<file path="config.mk">
export PLATFORM = sky130hd
export DESIGN_NAME = regfile_2r1w_flat
export DESIGN_NICKNAME = d
export VERILOG_FILES = /design/src/rtl/regfile_if.sv /design/src/rtl/regfile_2r1w.sv /design/src/flat_wrapper.sv
export SDC_FILE = /design/constraint.sdc
export NUM_CORES = 1
export LEC_CHECK = 0
export ABC_AREA = 1
export CAP_MARGIN = 20
export CORE_UTILIZATION = 39
export CTS_BUF_LIST = sky130_fd_sc_hd__clkbuf_16
export CTS_CLUSTER_DIAMETER = 150
export DETAILED_ROUTE_END_ITERATION = 8
export GPL_ROUTABILITY_DRIVEN = 0
export PLACE_DENSITY_LB_ADDON = 0.25
export SYNTH_ARGS = -nofsm -noshare
export SYNTH_HDL_FRONTEND = slang
export SYNTH_SLANG_ARGS = --single-unit
</file>
<file path="constraint.sdc">
create_clock -name clk -period 2.4 [get_ports clk]
set_input_delay 0.72 -clock clk [delete_from_list [all_inputs] [get_ports clk]]
set_output_delay 0.72 -clock clk [all_outputs]
set_load 0.1 [all_outputs]
</file>
<file path="src/rtl/regfile_if.sv">
// -----------------------------------------------------------------------------
// regfile_if
// Purpose : Bundles the write port and the two read ports of regfile_2r1w.
// Signals :
//    write       1      write enable, sampled on rising clk
//    writenum    AW     write address
//    data_in     WIDTH  write data
//    readnum_a   AW     read address, port A
//    readnum_b   AW     read address, port B
//    data_out_a  WIDTH  read data, port A (combinational)
//    data_out_b  WIDTH  read data, port B (combinational)
//    valid_a     1      written flag of the register addressed on port A
//    valid_b     1      written flag of the register addressed on port B
//    written     DEPTH  per-register written flags, bit i = register i
// Modports: master = datapath driving addresses/data, slave = register file.
// -----------------------------------------------------------------------------
interface regfile_if #(
   parameter int WIDTH = 16,
   parameter int DEPTH = 8,
   parameter int AW    = 3
);
   logic             write;
   logic [AW-1:0]    writenum;
   logic [WIDTH-1:0] data_in;
   logic [AW-1:0]    readnum_a;
   logic [AW-1:0]    readnum_b;
   logic [WIDTH-1:0] data_out_a;
   logic [WIDTH-1:0] data_out_b;
   logic             valid_a;
   logic             valid_b;
   logic [DEPTH-1:0] written;

   modport master (
      output write, writenum, data_in, readnum_a, readnum_b,
      input  data_out_a, data_out_b, valid_a, valid_b, written
   );

   modport slave (
      input  write, writenum, data_in, readnum_a, readnum_b,
      output data_out_a, data_out_b, valid_a, valid_b, written
   );
endinterface

</file>
<file path="src/rtl/regfile_2r1w.sv">
// -----------------------------------------------------------------------------
// regfile_2r1w
// Purpose : Parametrised register file with one write port and two independent
//           combinational read ports. Each register carries a written flag.
//           Optional same-cycle write-to-read bypass and hardwired-zero R0.
// Ports   :
//    clk    input   rising-edge clock
//    reset  input   synchronous, active-high reset
//    rf     slave   regfile_if: write port, read ports A/B, written flags
// Parameters: WIDTH, DEPTH (2..256), AW (2**AW >= DEPTH), BYPASS, ZERO_REG
// -----------------------------------------------------------------------------
module regfile_2r1w #(
   parameter int WIDTH    = 16,
   parameter int DEPTH    = 8,
   parameter int AW       = 3,
   parameter bit BYPASS   = 1'b0,
   parameter bit ZERO_REG = 1'b0
) (
   input  logic     clk,
   input  logic     reset,
   regfile_if.slave rf
);

   // Flag bit forced on for register 0 when it is hardwired to zero.
   localparam logic [DEPTH-1:0] ZERO_MASK = ZERO_REG ? DEPTH'(1) : '0;

   logic [WIDTH-1:0] mem_q [DEPTH];
   logic [WIDTH-1:0] mem_d [DEPTH];
   logic [DEPTH-1:0] written_q;
   logic [DEPTH-1:0] written_d;
   logic [DEPTH-1:0] flags;
   logic             wr_en;

   // A write lands only on an in-range, writable register. Reset is left out
   // on purpose: it wins at the edge, and keeping it out of this term keeps
   // reset off every combinational path to the read outputs.
   assign wr_en = rf.write
                  && (int'(rf.writenum) < DEPTH)
                  && !(ZERO_REG && (rf.writenum == '0));

   // NOTE: every variable assigned in always_comb gets a default first so no
   // path leaves it unassigned and no latch is inferred.
   always_comb begin
      written_d = written_q;
      for (int i = 0; i < DEPTH; i++) begin
         mem_d[i] = mem_q[i];
         if (wr_en && (rf.writenum == AW'(i))) begin
            mem_d[i]     = rf.data_in;
            written_d[i] = 1'b1;
         end
      end
   end

   // NOTE: sequential state uses non-blocking assignments so every register
   // samples its pre-edge value, independent of statement order.
   always_ff @(posedge clk) begin
      if (reset) begin
         // NOTE: the array is cleared on reset because a read of a register
         // right after reset must return 0, not leftover contents.
         for (int i = 0; i < DEPTH; i++) begin
            mem_q[i] <= '0;
         end
         written_q <= '0;
      end else begin
         for (int i = 0; i < DEPTH; i++) begin
            mem_q[i] <= mem_d[i];
         end
         written_q <= written_d;
      end
   end

   // R0 never accepts a write when hardwired, so its storage stays 0 from
   // reset; only its flag needs forcing.
   assign flags      = written_q | ZERO_MASK;
   assign rf.written = flags;

   // Read ports: out-of-range addresses match no register and fall through
   // to the 0 / not-valid defaults.
   always_comb begin
      rf.data_out_a = '0;
      rf.data_out_b = '0;
      rf.valid_a    = 1'b0;
      rf.valid_b    = 1'b0;
      for (int i = 0; i < DEPTH; i++) begin
         if (rf.readnum_a == AW'(i)) begin
            rf.data_out_a = mem_q[i];
            rf.valid_a    = flags[i];
         end
         if (rf.readnum_b == AW'(i)) begin
            rf.data_out_b = mem_q[i];
            rf.valid_b    = flags[i];
         end
      end
      if (BYPASS && wr_en) begin
         if (rf.readnum_a == rf.writenum) begin
            rf.data_out_a = rf.data_in;
            rf.valid_a    = 1'b1;
         end
         if (rf.readnum_b == rf.writenum) begin
            rf.data_out_b = rf.data_in;
            rf.valid_b    = 1'b1;
         end
      end
   end

endmodule

</file>
<file path="src/flat_wrapper.sv">
// flat-port wrapper written by rule: the top's interface ports become plain ports
module regfile_2r1w_flat 
#(
   parameter int WIDTH    = 16,
   parameter int DEPTH    = 8,
   parameter int AW       = 3,
   parameter bit BYPASS   = 1'b0,
   parameter bit ZERO_REG = 1'b0
)
  (clk, reset, rf_write, rf_writenum, rf_data_in, rf_readnum_a, rf_readnum_b, rf_data_out_a, rf_data_out_b, rf_valid_a, rf_valid_b, rf_written);
  regfile_if #(.WIDTH(WIDTH), .DEPTH(DEPTH), .AW(AW)) rf_i ();
  input  logic clk;
  input  logic reset;
  input wire logic [$bits(rf_i.write)-1:0] rf_write;
  input wire logic [$bits(rf_i.writenum)-1:0] rf_writenum;
  input wire logic [$bits(rf_i.data_in)-1:0] rf_data_in;
  input wire logic [$bits(rf_i.readnum_a)-1:0] rf_readnum_a;
  input wire logic [$bits(rf_i.readnum_b)-1:0] rf_readnum_b;
  output wire logic [$bits(rf_i.data_out_a)-1:0] rf_data_out_a;
  output wire logic [$bits(rf_i.data_out_b)-1:0] rf_data_out_b;
  output wire logic [$bits(rf_i.valid_a)-1:0] rf_valid_a;
  output wire logic [$bits(rf_i.valid_b)-1:0] rf_valid_b;
  output wire logic [$bits(rf_i.written)-1:0] rf_written;
  assign rf_i.write = rf_write;
  assign rf_i.writenum = rf_writenum;
  assign rf_i.data_in = rf_data_in;
  assign rf_i.readnum_a = rf_readnum_a;
  assign rf_i.readnum_b = rf_readnum_b;
  assign rf_data_out_a = rf_i.data_out_a;
  assign rf_data_out_b = rf_i.data_out_b;
  assign rf_valid_a = rf_i.valid_a;
  assign rf_valid_b = rf_i.valid_b;
  assign rf_written = rf_i.written;
  regfile_2r1w #(.WIDTH(WIDTH), .DEPTH(DEPTH), .AW(AW), .BYPASS(BYPASS), .ZERO_REG(ZERO_REG)) u_core (.clk(clk), .reset(reset), .rf(rf_i));
endmodule
</file>
==> results.txt <==
----------------------------------------------------
[Detailed routing]
  Drt wl/cell ... 19.1 um
  Aggregate routed wire length ... 26.6 mm
  Iteration count of the initial detailed-routing pass ... 6
  Number of vias per cell ... 5.92
  Antenna-violating nets left ... 0
  Residual DRC ... 0
  DR iter-0 viols ... 998
  DR vias ... 8258

[Finish]
  Most frequent cells in the layout ... 303 x nand2_1, 142 x nand4_1, 136 x dfxtp_1
  Final instance count without filler cells ... 1394
  Layout cell share with drive strength beyond 1 ... 0.238
  Post-route cell area ... 0.0102 mm^2
  Most common cell after layout, fill and taps aside ... nand2_1
  Finished Core Util ... 0.581
  Diodes inserted ... 0
  Area Overhead vs Synth ... 43.6%
  Layout Nets ... 1184

[Placement]
  Cell area after placement ... 0.00872 mm^2
  Number of buffer cells added on primary ports ... 69
  Detail Placement HPWL ... 16.5 mm
  Number of instances in the placed design ... 1336
  Post-placement worst setup slack ... -788 ps

[Timing]
  Worst-Margin Slew ... 664 ps
  Setup repair after global routing missed its margin ... yes
  Finish-stage setup viols ... 34
  Setup total negative slack ... -8780 ps
  Highest clock rate ... 363 MHz
  Final Slew Violations ... 0
  Worst max-slew margin expressed relative to the limit ... 0.557
  Clk_skew ... 0 ps
  Post-Route Hold Slack ... 481 ps
  Setup WS post-layout ... -355 ps
  Crit share post-route ... 1.15
  Final Hold Viols ... 0
  Final min period ... 2760 ps

[Worst setup path]
  Number of cells traversed by the worst register-to-register path ... 2
  Startpoint Class ... primary input
  Data required time at the worst endpoint ... 1680 ps
  Start of the worst register-to-register path ... u_core.mem_q[0][78]
  Endpoint type of the worst setup path ... output pin
  Slack of the worst reg-to-reg path ... 1640 ps
  Data arrival at the endpoint of the critical path ... 2040 ps
  Reg-to-reg endpoint ... u_core.mem_q[0][78]
  Worst-path maximum fanout ... 6
  Kind of critical path ... primary input to output pin

[Power]
  Sw power ... 1.72 mW
  Total Power Consumption ... 5.91 mW
  VDD IR max ... 0.499 mV
  Clock network power share ... 0.422
  Pwr Density ... 580 mW/mm^2
  Leak Pwr ... 3.73 nW
  Power Internal ... 4.19 mW
  Reg power frac ... 0.400
  Switching share of total power ... 0.291
  Combinational power share ... 0.179

[Clock tree]
  CTS tree ... yes
  Total clock sinks ... 136
  Clock slew at reported path FFs ... 60 ps
  Hold_buf cts ... 0
  Buffer type at the clock tree root ... clkbuf_16
  Deepest clock path buffer count ... 2
  CTS H-tree lvls ... 4
  Number of buffers added by the clock tree synthesis step ... 17
  Clock insertion delay at the later pin of the skew report ... 420 ps

[Global routing]
  Number of global-route vias before repair ... 7462
  GRT Overall Usage ... 0.287
  GRT Residual Overflow ... 0
  Antenna violations before repair ... 0
  Wire length of the first global-routing pass ... 40.5 mm
  Maximum number of pins on one net before global-route repair ... 83

[Run status]
  Violated checks ... setup timing
  Outcome ... finished, violations left

[Job]
  Max Cap Viol ... 0

[Hold path]
  End of the worst hold path ... u_core.mem_q[0][97]
  Hold Crit Depth ... 2
  Worst min-delay path class ... flop to flop
  Origin of the worst min-delay path ... u_core.mem_q[0][97]

[Floorplanning]
  Initial core utilization ... 0.404
  Horizontal die dimension ... 137 um
  Site row count ... 48
  Standard cell core area ... 0.0175 mm^2
  Die footprint ... 0.0187 mm^2
  Ports ... 70
  Die Y-Extent ... 137 um

[Yosys]
  Nets in the synthesized netlist ... 1098
  Share of synthesized area occupied by flip-flops and latches ... 0.384
  Fraction of post-synthesis cell area in the top cell type by area ... 0.384
  Cell accounting for the most synthesized area ... dfxtp_1
  Number of library cell types mapped by synthesis ... 21
  Synthesized area ... 0.00709 mm^2
  Yosys Warn Count ... 0
  Largest cells by area after synthesis ... dfxtp_1 38%, nand2_1 18%, nand4_1 13%
  Cell count after synthesis ... 1070
  Register bit count reported by yosys ... 136
  Mapped Avg Cell Area ... 6.63 um^2

----------------------------------------------------
## kinds of logic after synthesis
logic type	after synthesis	synth area share
compound gates	131	0.102
buf+inv	142	0.0921
flops	136	0.384
simple gates	661	0.422
## what timing repair did
item | CTS | global route
setup buffers | 16 | 4
endpoints found under the hold margin | 0 | 0
pin swaps | 71 | 54
gates resized for setup | 127 | 81
gates cloned | 7 | 3
setup endpoints to repair | 34 | 34
## metal layers
layer	wire length, um	GRT usage	share of wire	vias up
met5	0	0	0	-
met4	1130	0.140	0.042	0
met3	2380	0.0504	0.089	87
met2	12300	0.450	0.46	499
met1	10800	0.379	0.40	3867
li1	-	-	-	3805
## cell usage after synthesis, drive strengths merged
master and instances:
nand2 334, dfxtp 136, inv 46, a21oi 103, clkbuf 25, clkinv 3
nand4 142, nand3 50, buf 68, nor3 8, a211oi 28, nor2 127
## layout make-up
cell class	instances	area (um^2)
fill	1583	7350
multi-input combinational	792	4190
sequential	136	2720
timing repair buffer	159	2220
clock buffer	17	425
tap	225	282
inverter	49	219
clock inverter	15	120
timing repair inverter	1	7.51
## power by group through the flow
| stage | Combinational, mW | Clock, mW | Sequential (mW) |
|---|---|---|---|
| floorplan | 0.550 | 0 | 2.43 |
| global placement | 0.900 | 0 | 2.40 |
| detailed placement | 0.906 | 0 | 2.40 |
| CTS | 1.00 | 2.50 | 2.36 |
| global route | 1.10 | 2.60 | 2.37 |
| finish | 1.06 | 2.49 | 2.36 |
## critical path, cell delays in order
cell and delay (ps):
buf_12 110, buf_6 110, nor2_4 190, nand2_4 160
buf_12 190, nor2_4 70, nor2_1 40, nand3_1 120
nand2_2 80, nand3_4 70, buf_12 170
## sequential cells by signal, indices dropped and copies added, names as in the netlist
register           flops
u_core.mem_q         128
u_core.rf.written      8
## worst max path at each step
stage / from / end / slack (ps)
finish: rf_readnum_b[1] / rf_data_out_b[14] / -360
global route: rf_readnum_b[1] / rf_data_out_b[14] / -400
CTS: rf_readnum_b[1] / rf_data_out_b[3] / -340
detailed placement: rf_readnum_a[0] / rf_data_out_a[13] / -790
global placement: rf_readnum_a[0] / rf_data_out_a[2] / -780
floorplan: rf_readnum_a[1] / rf_data_out_a[10] / -570
Power figures use the tool's default switching activity.
